[config.mk]
export PLATFORM = sky130hd
export DESIGN_NAME = alu_seq_ctrl_flat
export DESIGN_NICKNAME = d
export VERILOG_FILES = /design/src/rtl/alu_seq_ctrl_pkg.sv /design/src/rtl/alu_seq_ctrl_if.sv /design/src/rtl/alu_seq_ctrl.sv /design/src/flat_wrapper.sv
export SDC_FILE = /design/constraint.sdc
export NUM_CORES = 1
export LEC_CHECK = 0
export ABC_AREA = 1
export CORE_AREA = 4 4 174 176
export CTS_BUF_LIST = sky130_fd_sc_hd__clkbuf_2
export DETAILED_ROUTE_END_ITERATION = 10
export DIE_AREA = 0 0 178 180
export GPL_ROUTABILITY_DRIVEN = 0
export GPL_TIMING_DRIVEN = 0
export PLACE_DENSITY = 0.73
export SLEW_MARGIN = 30
export SYNTH_ARGS = -nofsm -noshare
export SYNTH_HDL_FRONTEND = slang
export SYNTH_SLANG_ARGS = --single-unit
[constraint.sdc]
create_clock -name CLK -period 18.2 [get_ports CLK]
set_clock_uncertainty 0.15 [all_clocks]
set_input_delay 2.73 -clock CLK [delete_from_list [all_inputs] [get_ports CLK]]
set_output_delay 2.73 -clock CLK [all_outputs]
set_load 0.02 [all_outputs]
[src/rtl/alu_seq_ctrl_pkg.sv]
// rtl/alu_seq_ctrl_pkg.sv - shared constants, FSM state type and op legality check for alu_seq_ctrl
//
// Purpose : ALU function-code encodings (same as the ALU's aluctrl input),
//           the issue-controller state enum, and is_legal_op().
// Ports   : none (package).

package alu_seq_ctrl_pkg;

  localparam int DATA_W  = 64;
  localparam int SHAMT_W = 6;
  localparam int CODE_W  = 4;

  localparam logic [CODE_W-1:0] OP_ADD = 4'b0000;
  localparam logic [CODE_W-1:0] OP_SUB = 4'b0001;
  localparam logic [CODE_W-1:0] OP_AND = 4'b0010;
  localparam logic [CODE_W-1:0] OP_OR  = 4'b0011;
  localparam logic [CODE_W-1:0] OP_XOR = 4'b0100;
  localparam logic [CODE_W-1:0] OP_EQ  = 4'b0110;
  localparam logic [CODE_W-1:0] OP_LT  = 4'b1001;  // unsigned compare
  localparam logic [CODE_W-1:0] OP_SRL = 4'b1100;
  localparam logic [CODE_W-1:0] OP_NE  = 4'b1101;

  typedef enum logic [1:0] {
    IDLE = 2'd0,
    EXEC = 2'd1,
    CAPT = 2'd2,
    RESP = 2'd3
  } state_e;

  // Codes outside this set would select the ALU's X default, so they are
  // never allowed onto alu_ctrl.
  function automatic logic is_legal_op(input logic [CODE_W-1:0] code);
    case (code)
      OP_ADD, OP_SUB, OP_AND, OP_OR, OP_XOR,
      OP_EQ, OP_LT, OP_SRL, OP_NE: is_legal_op = 1'b1;
      default:                     is_legal_op = 1'b0;
    endcase
  endfunction

endpackage

[src/rtl/alu_seq_ctrl_if.sv]
// rtl/alu_seq_ctrl_if.sv - request, ALU-side and result channel bundle for alu_seq_ctrl
//
// Purpose : groups every non-clock/reset signal of the issue controller.
// Ports   : op_valid/op_ready/op_code/op_a/op_b/op_shamt/op_tag  request channel
//           alu_A/alu_B/alu_shamt/alu_ctrl                       to the ALU
//           alu_Z                                                from the ALU (registered)
//           res_valid/res_ready/res_data/res_tag/res_err         result channel
//           op_count                                             completed legal ops
// Modports: master = dispatch/ALU/consumer side, slave = controller side.

interface alu_seq_ctrl_if #(
  parameter int TAG_W = 4,
  parameter int CNT_W = 32
);
  import alu_seq_ctrl_pkg::*;

  logic                op_valid;
  logic                op_ready;
  logic [CODE_W-1:0]   op_code;
  logic [DATA_W-1:0]   op_a;
  logic [DATA_W-1:0]   op_b;
  logic [SHAMT_W-1:0]  op_shamt;
  logic [TAG_W-1:0]    op_tag;

  logic [DATA_W-1:0]   alu_A;
  logic [DATA_W-1:0]   alu_B;
  logic [SHAMT_W-1:0]  alu_shamt;
  logic [CODE_W-1:0]   alu_ctrl;
  logic [DATA_W-1:0]   alu_Z;

  logic                res_valid;
  logic                res_ready;
  logic [DATA_W-1:0]   res_data;
  logic [TAG_W-1:0]    res_tag;
  logic                res_err;

  logic [CNT_W-1:0]    op_count;

  modport master (
    output op_valid, op_code, op_a, op_b, op_shamt, op_tag,
    input  op_ready,
    input  alu_A, alu_B, alu_shamt, alu_ctrl,
    output alu_Z,
    input  res_valid, res_data, res_tag, res_err,
    output res_ready,
    input  op_count
  );

  modport slave (
    input  op_valid, op_code, op_a, op_b, op_shamt, op_tag,
    output op_ready,
    output alu_A, alu_B, alu_shamt, alu_ctrl,
    input  alu_Z,
    output res_valid, res_data, res_tag, res_err,
    input  res_ready,
    output op_count
  );

endinterface

[src/rtl/alu_seq_ctrl.sv]
// rtl/alu_seq_ctrl.sv - issue-side controller for the registered 64-bit ALU
//
// Purpose : accepts one op per handshake, holds operands on the ALU inputs
//           while the ALU's one-cycle registered latency elapses, captures
//           alu_Z and returns it tagged on the result channel. Illegal codes
//           bypass the ALU and return res_err=1 with res_data=0.
// Ports   : CLK  system clock, rising edge
//           RST  asynchronous active-high reset
//           bus  alu_seq_ctrl_if.slave (request, ALU, result, op_count)

module alu_seq_ctrl
  import alu_seq_ctrl_pkg::*;
#(
  parameter int TAG_W = 4,
  parameter int CNT_W = 32
) (
  input  logic              CLK,
  input  logic              RST,
  alu_seq_ctrl_if.slave     bus
);

  state_e              state_q,     state_d;
  logic [DATA_W-1:0]   alu_a_q,     alu_a_d;
  logic [DATA_W-1:0]   alu_b_q,     alu_b_d;
  logic [SHAMT_W-1:0]  alu_shamt_q, alu_shamt_d;
  logic [CODE_W-1:0]   alu_ctrl_q,  alu_ctrl_d;
  logic [DATA_W-1:0]   res_data_q,  res_data_d;
  logic [TAG_W-1:0]    res_tag_q,   res_tag_d;
  logic                res_err_q,   res_err_d;
  logic [CNT_W-1:0]    op_count_q,  op_count_d;

  logic op_ready;
  logic res_valid;

  always_ff @(posedge CLK or posedge RST) begin
    if (RST) begin
      state_q     <= IDLE;
      alu_a_q     <= '0;
      alu_b_q     <= '0;
      alu_shamt_q <= '0;
      alu_ctrl_q  <= OP_ADD;
      res_data_q  <= '0;
      res_tag_q   <= '0;
      res_err_q   <= 1'b0;
      op_count_q  <= '0;
    end else begin
      state_q     <= state_d;
      alu_a_q     <= alu_a_d;
      alu_b_q     <= alu_b_d;
      alu_shamt_q <= alu_shamt_d;
      alu_ctrl_q  <= alu_ctrl_d;
      res_data_q  <= res_data_d;
      res_tag_q   <= res_tag_d;
      res_err_q   <= res_err_d;
      op_count_q  <= op_count_d;
    end
  end

  always_comb begin
    state_d     = state_q;
    alu_a_d     = alu_a_q;
    alu_b_d     = alu_b_q;
    alu_shamt_d = alu_shamt_q;
    alu_ctrl_d  = alu_ctrl_q;
    res_data_d  = res_data_q;
    res_tag_d   = res_tag_q;
    res_err_d   = res_err_q;
    op_count_d  = op_count_q;
    op_ready    = 1'b0;
    res_valid   = 1'b0;

    case (state_q)
      IDLE: begin
        op_ready = 1'b1;
        if (bus.op_valid) begin
          res_tag_d = bus.op_tag;
          if (is_legal_op(bus.op_code)) begin
            alu_a_d     = bus.op_a;
            alu_b_d     = bus.op_b;
            alu_shamt_d = bus.op_shamt;
            alu_ctrl_d  = bus.op_code;
            state_d     = EXEC;
          end else begin
            // ALU inputs keep their last legal values so alu_ctrl never
            // carries an unsupported code.
            res_err_d  = 1'b1;
            res_data_d = '0;
            state_d    = RESP;
          end
        end
      end
      // ALU registers its result at the end of this cycle.
      EXEC: state_d = CAPT;
      // CAPT is only reachable through EXEC, so alu_Z is always fresh here
      // even though the ALU's own register is not reset.
      CAPT: begin
        res_data_d = bus.alu_Z;
        res_err_d  = 1'b0;
        state_d    = RESP;
      end
      RESP: begin
        res_valid = 1'b1;
        if (bus.res_ready) begin
          state_d = IDLE;
          if (!res_err_q) begin
            op_count_d = op_count_q + CNT_W'(1);
          end
        end
      end
      default: state_d = IDLE;
    endcase
  end

  assign bus.op_ready  = op_ready;
  assign bus.alu_A     = alu_a_q;
  assign bus.alu_B     = alu_b_q;
  assign bus.alu_shamt = alu_shamt_q;
  assign bus.alu_ctrl  = alu_ctrl_q;
  assign bus.res_valid = res_valid;
  assign bus.res_data  = res_data_q;
  assign bus.res_tag   = res_tag_q;
  assign bus.res_err   = res_err_q;
  assign bus.op_count  = op_count_q;

endmodule

[src/flat_wrapper.sv]
// flat-port wrapper written by rule: the top's interface ports become plain ports
module alu_seq_ctrl_flat import alu_seq_ctrl_pkg::*;
#(
  parameter int TAG_W = 4,
  parameter int CNT_W = 32
)
  (CLK, RST, bus_op_valid, bus_op_code, bus_op_a, bus_op_b, bus_op_shamt, bus_op_tag, bus_op_ready, bus_alu_A, bus_alu_B, bus_alu_shamt, bus_alu_ctrl, bus_alu_Z, bus_res_valid, bus_res_data, bus_res_tag, bus_res_err, bus_res_ready, bus_op_count);
  alu_seq_ctrl_if #(.TAG_W(TAG_W), .CNT_W(CNT_W)) bus_i ();
  input  logic CLK;
  input  logic RST;
  input wire logic [$bits(bus_i.op_valid)-1:0] bus_op_valid;
  input wire logic [$bits(bus_i.op_code)-1:0] bus_op_code;
  input wire logic [$bits(bus_i.op_a)-1:0] bus_op_a;
  input wire logic [$bits(bus_i.op_b)-1:0] bus_op_b;
  input wire logic [$bits(bus_i.op_shamt)-1:0] bus_op_shamt;
  input wire logic [$bits(bus_i.op_tag)-1:0] bus_op_tag;
  output wire logic [$bits(bus_i.op_ready)-1:0] bus_op_ready;
  output wire logic [$bits(bus_i.alu_A)-1:0] bus_alu_A;
  output wire logic [$bits(bus_i.alu_B)-1:0] bus_alu_B;
  output wire logic [$bits(bus_i.alu_shamt)-1:0] bus_alu_shamt;
  output wire logic [$bits(bus_i.alu_ctrl)-1:0] bus_alu_ctrl;
  input wire logic [$bits(bus_i.alu_Z)-1:0] bus_alu_Z;
  output wire logic [$bits(bus_i.res_valid)-1:0] bus_res_valid;
  output wire logic [$bits(bus_i.res_data)-1:0] bus_res_data;
  output wire logic [$bits(bus_i.res_tag)-1:0] bus_res_tag;
  output wire logic [$bits(bus_i.res_err)-1:0] bus_res_err;
  input wire logic [$bits(bus_i.res_ready)-1:0] bus_res_ready;
  output wire logic [$bits(bus_i.op_count)-1:0] bus_op_count;
  assign bus_i.op_valid = bus_op_valid;
  assign bus_i.op_code = bus_op_code;
  assign bus_i.op_a = bus_op_a;
  assign bus_i.op_b = bus_op_b;
  assign bus_i.op_shamt = bus_op_shamt;
  assign bus_i.op_tag = bus_op_tag;
  assign bus_op_ready = bus_i.op_ready;
  assign bus_alu_A = bus_i.alu_A;
  assign bus_alu_B = bus_i.alu_B;
  assign bus_alu_shamt = bus_i.alu_shamt;
  assign bus_alu_ctrl = bus_i.alu_ctrl;
  assign bus_i.alu_Z = bus_alu_Z;
  assign bus_res_valid = bus_i.res_valid;
  assign bus_res_data = bus_i.res_data;
  assign bus_res_tag = bus_i.res_tag;
  assign bus_res_err = bus_i.res_err;
  assign bus_i.res_ready = bus_res_ready;
  assign bus_op_count = bus_i.op_count;
  alu_seq_ctrl #(.TAG_W(TAG_W), .CNT_W(CNT_W)) u_core (.CLK(CLK), .RST(RST), .bus(bus_i));
endmodule
==> results of run 1 <==
==> Yosys cell counts (all sizes together) <==
library cell  instances  share of area, %
a21oi                 2             0.095
buf                  52               2.6
clkbuf               20              0.71
dfrtp               241                57
ha                    5              0.59
inv                  99               3.5
nand2               570                20
nand3               213                10
nand3b                8              0.57
nand4                 8              0.47
nor2                 44               1.6
nor3                  4              0.19
o211ai                1             0.071
o21ai                15              0.71
o22ai                 1             0.059
xnor2                 8              0.66
xor2                  7              0.58
==> stage by stage <==
step / setup WS (ps) / instance area, µm² / hold slack [ps]
global placement: 5331 / 15540 / 302.3
detailed placement: 13210 / 15600 / 307.1
CTS: 12990 / 16180 / 326.7
global route: 12980 / 16190 / 346.6
finish: 13140 / 16190 / 322.3
floorplan: 8704 / 10550 / 392.8
==> power by group <==
group	total [µW]	switching [µW]	leakage [µW]	internal, µW
Sequential	833	110	0.00311	723
Clock	382	229	0.000446	153
Combinational	1150	664	0.00474	490
Total	2370	1000	0.00830	1370
==> cells by family (layout without fill, tap and decap cells) <==
kind of cell | count (synthesis) | in the layout | synth area share (%)
and+or+nand+nor | 847 | 847 | 33.27
AOI/OAI and AO/OA | 19 | 19 | 0.9368
buffers and inverters | 171 | 737 | 6.795
adders and majority gates | 5 | 5 | 0.5929
other | 0 | 7 | 0
xor gates and xnor gates | 15 | 15 | 1.245
DFF | 241 | 241 | 57.16
==> layout make-up <==
cell class	count	area, µm²	share of cell area [%]
diodes	7	17.52	0.1082
plain buffers	72	345.3	2.132
clock buffers	94	470.5	2.905
clock inverters	20	107.6	0.6644
inverters	99	379.1	2.341
multi-input cells	886	3804	23.49
flip-flops and latches	241	6031	37.24
well taps	384	480.5	2.967
repair buffers	452	4559	28.15
==> metal layers <==
layer,share of wire (%),global-route usage [%],up-vias
met5,0,0,-
met2,49,39.11,442
met3,9.6,8.634,88
met1,38,26.23,4886
met4,3.7,9.808,0
li1,-,-,5133
==> final timing paths <==
kind,start,to,cells after the start
setup reg to reg,u_core.state_q[1],u_core.bus.alu_A[0],8
max in group asynchronous,RST,u_core.bus.res_err,3
hold reg to reg,u_core.bus.alu_B[48],u_core.bus.alu_B[48],2
setup / recovery,u_core.state_q[1],bus_op_ready,3
min in group asynchronous,RST,u_core.bus.alu_A[27],2
hold / removal,u_core.bus.alu_B[48],u_core.bus.alu_B[48],2
==> flip-flops by register name (all words and copies together), names as in the netlist <==
| signal | cells |
|---|---|
| u_core.bus.alu_A | 64 |
| u_core.bus.alu_ctrl | 4 |
| u_core.bus.op_count | 32 |
| u_core.bus.res_data | 64 |
| u_core.state_q | 2 |
| u_core.bus.res_tag | 4 |
| u_core.bus.alu_shamt | 6 |
| u_core.bus.res_err | 1 |
| u_core.bus.alu_B | 64 |
==> critical path: stages, from the launching register on <==
cell             delay (ps)
dfrtp_1                 430
inv_1                   100
ha_1                    210
clkdlybuf4s50_1         680
==> results.md, run 1 <==
- Status: finished, final reports clean
- RSZ-0062 raised after global routing: false
- CP Launch Type: flip-flop
- Row cnt: slightly above 60
- Dpl cells: around 2,100
- DRT iter0 DRCs: 638
- CTS tree: yes
- Normalized max-slew margin: 61.12%
- Die Wd: ~180 µm
- Syn nets: ~1,500
- Die ar.: 32,040 µm²
- Port-buffer cells: 450
- Setup TNS: 0 ps
- Number of synthesis warnings: 0
- Core Region: 28,630 µm²
- Initial antenna violation count: 9
- Fin. max-slew vios: 0
- Post-DP HPWL: 29,390 µm
- CP Data Arrival Time: 2180 ps
- Minimum clock period: 5061 ps
- IO Count: 451
- Leak: roughly 0.0083 µW
- Post-synthesis sequential area ratio: 57.16%
- R2R Setup Slk: 15,750 ps
- Post-layout util: 56.57%
- Vias: 10,549
- First-pass GRT wire length: 58,470 µm
- Synth Instances: ~1,300
- Htree depth: 3
- CP Data Required Time: 15,320 ps
- Wire per inst: 16.93 µm
- Share of cells above drive strength 1: 7.886%
- Final setup fails: 0
- Tot GR Track Use: between 20 and 25%
- CP Capture Type: output pin
- Post-Layout Cell Count: 2,255
- Achievable Freq: approximately 200 MHz
- Post-route ant nets: 0
- Vias in the first global route: between 10,000 and 15,000
- Hold Buf Count CTS: 0
- Crit Path Max Fanout: 4
- Synth Cell Area: 10,550 µm²
- Fill count: 2,621
- VDD IR-drop max: 0.00007918 V
- Setup CP Type: reg2out
- Die Span Y: 180 µm
- Area grow syn2layout: 53.48%
- Initial Util: a little under two fifths
- Seq cells post-synth: approximately 240
- CTS clk-pin slew, worst paths: 90 ps
- Post-CTS Setup Inserts: 0
- Nets: 2,034
- Sink Count: around 240
- Vias per inst: 4.678
- Number of CTS-inserted buffers: 67
- Post-CTS sizing: 0
- Final number of hold-violating endpoints: 0
- Pwr dens: approximately 150 nW/µm²
- Pin count of the biggest net entering global routing: 91
- GRT overflow: 0
- CTS max path bufs: 3
- Most frequent cells in the layout: nand2_1 (567), clkdlybuf4s50_1 (450), dfrtp_1 (241)
- Clk_lat worst skew: 790 ps
- Worst-Margin Slew: about 600 ps
- Hold Crit Class: reg2reg
- Final wirelength: 38,170 µm
- Max Cap Viol: 0
- DRC: 0
- Commonest non-fill, non-tap cell in the layout: nand2_1
- Drt pass-1 iters: 5
- Final period utilization: 27.81%
- Clock root buffer: clkbuf_2
- Mapped Avg Cell Area: between 8 and 9 µm²
- Yosys cell types: 24
- Total chip power: 2368 µW
Note: power is estimated with default switching activity, not from simulation.
==> run 2, diff against run 1 <==
- CORE_AREA: 4 4 174 176 -> 4 4 173 175
- DIE_AREA: 0 0 178 180 -> 0 0 177 179
- PLACE_DENSITY: 0.73 -> 0.76
- clock period: 18.2 -> 4.45 ns (I/O delays scaled with it)
==> run 2 against run 1 <==
Critical path depth stayed put. Flip-flop and latch count stayed put. Clock power grew to 4.3 times the previous value. Largest cell class unchanged.
==> results.md, run 2 (same netlist as run 1, synthesis figures left out) <==
- RSZ-0062 raised after global routing: false
- Post-layout util: 57.48%
- Initial antenna violation count: 4
- Core Region: 28,470 µm²
- DRT iter0 DRCs: 700
- Clk_lat worst skew: 790 ps
- First-pass GRT wire length: 58,510 µm
- VDD IR-drop max: roughly 0.00031 V
- Hold path depth: 3
- Drt pass-1 iters: 5
- Tot GR Track Use: 23.39%
- Status: finished, final reports clean
- Hold Crit Class: in2reg
- Most frequent cells in the layout: nand2_1 (567), clkdlybuf4s50_1 (450), dfrtp_1 (241)
- Row cnt: 62
- FF-to-FF End: u_core.bus.alu_A[10]
- Initial Util: a little under two fifths
- CTS clk-pin slew, worst paths: 110 ps
- Achievable Freq: 337.9 MHz
- R2R Setup Slk: 2020 ps
- Clock root buffer: clkbuf_2
- CTS max path bufs: 3
- CP Launch Type: flip-flop
- Post-CTS Setup Inserts: 0
- Wl on met1: about 14,000 µm
- Number of CTS-inserted buffers: 67
- Post-route cell area: 16,360 µm²
- Crit Path Max Fanout: 4
- Die Span Y: between 150 and 200 µm
- CP Data Arrival Time: 2140 ps
- IO Count: ~450
- CP Capture Type: output pin
- Minimum clock period: ~3000 ps
- Worst-Margin Slew: 593.2 ps
- DP Worst Slack: 1512 ps
- DR WL met2: 19,380 µm
- Post-DP HPWL: 30,020 µm
- Critical Path End: bus_op_ready
- Final wirelength: between 30,000 and 40,000 µm
- Crit path from: u_core.state_q[0]
- Die ar.: 31,680 µm²
- Pwr dens: 599.6 nW/µm²
- Final number of hold-violating endpoints: 0
- Normalized max-slew margin: 60.45%
- GRT overflow: 0
- Final setup fails: 0
- Post-route ant nets: 0
- Vias in the first global route: ~11,000
- Nets: between 2,000 and 2,500
- Final period utilization: between 60% and 70%
- Reg2reg path depth: 8
- Vias per inst: about 4.8
- Leak: 0.008379 µW
- Post-CTS sizing: 0
- Area grow syn2layout: 55.09%
- Commonest non-fill, non-tap cell in the layout: nand2_1
- Worst r2r src: u_core.state_q[0]
- CTS tree: yes
- Share of cells above drive strength 1: 8.382%
- Setup TNS: 0 ps
- DR top layer: met5
- Vias: 10,770
- Wire per inst: 17.02 µm
- Sink Count: 241
- Fin. max-slew vios: 0
- CP Data Required Time: 3630 ps
- Max Cap Viol: 0
- Pin count of the biggest net entering global routing: 31
- Met3 Wirelength: 3707 µm
- Die Wd: 177 µm
- DRC: 0
- Setup CP Type: reg2out
- Htree depth: 3
- Final worst slack: 1490 ps
- Port-buffer cells: 450
- DP Area: 15,740 µm²
[run 2: changes by cell type in the layout (fill, tap and decap cells not counted), moves of 2 or more]
cell	change
clkinv_1	-2
clkbuf_2	+4
diode_2	-4
buf_12	+7
[run 2: area by class of cell]
class	count	area (µm²)
Multi-Input combinational cell	886	3804
Fill cell	2563	12110
Sequential cell	241	6031
Clock buffer	98	490.5
Inverter	99	375.4
Antenna cell	3	7.507
Tap cell	384	480.5
Timing Repair Buffer	460	4710
Buffer	72	345.3
Clock inverter	17	121.4
[run 2: layer usage]
layer | global-route usage [%] | vias up
met4 | 9.091 | 2
met5 | 0 | -
met3 | 8.267 | 80
met2 | 39.51 | 479
li1 | - | 5135
met1 | 27.43 | 5074
[run 2: how the worst min path moves through the flow]
stage                                     from              endpoint  slack (ps)
after detailed placement  u_core.bus.alu_B[38]  u_core.bus.alu_B[38]         310
after global routing              bus_op_b[33]  u_core.bus.alu_B[33]         190
final                             bus_op_b[27]  u_core.bus.alu_B[27]         270
after global placement     u_core.bus.alu_A[3]   u_core.bus.alu_A[3]         300
after floorplan              u_core.state_q[1]     u_core.state_q[1]         390
after CTS                         bus_op_b[20]  u_core.bus.alu_B[20]         150
[run 2: worst max-delay path, cell delays in order, from the launching register on]
cell             delay (ps)
dfrtp_1                 390
inv_1                   110
ha_1                    200
clkdlybuf4s50_1         640
[run 2: report_power, final]
part / switching, µW / internal [µW] / leakage, µW
clock network: 937 / 700 / 0.000465
registers: 487 / 2960 / 0.00311
logic: 2710 / 2010 / 0.00481
total: 4140 / 5670 / 0.00838
[run 2: repair_timing]
action,in CTS,in global routing
endpoints found under the setup margin,0,0
endpoints found under the hold margin,11,0
hold buffers,1,0
[run 2: metrics by stage]
step / instances / hold WS, ps / power, µW
5_1_grt: 2260 / 194.2 / 10460
3_5_place_dp: 2141 / 307.6 / 8229
6_report: 2260 / 267.9 / 9811
2_1_floorplan: 1298 / 392.8 / 5768
3_3_place_gp: 2132 / 303.5 / 8096
4_1_cts: 2257 / 153.6 / 9915
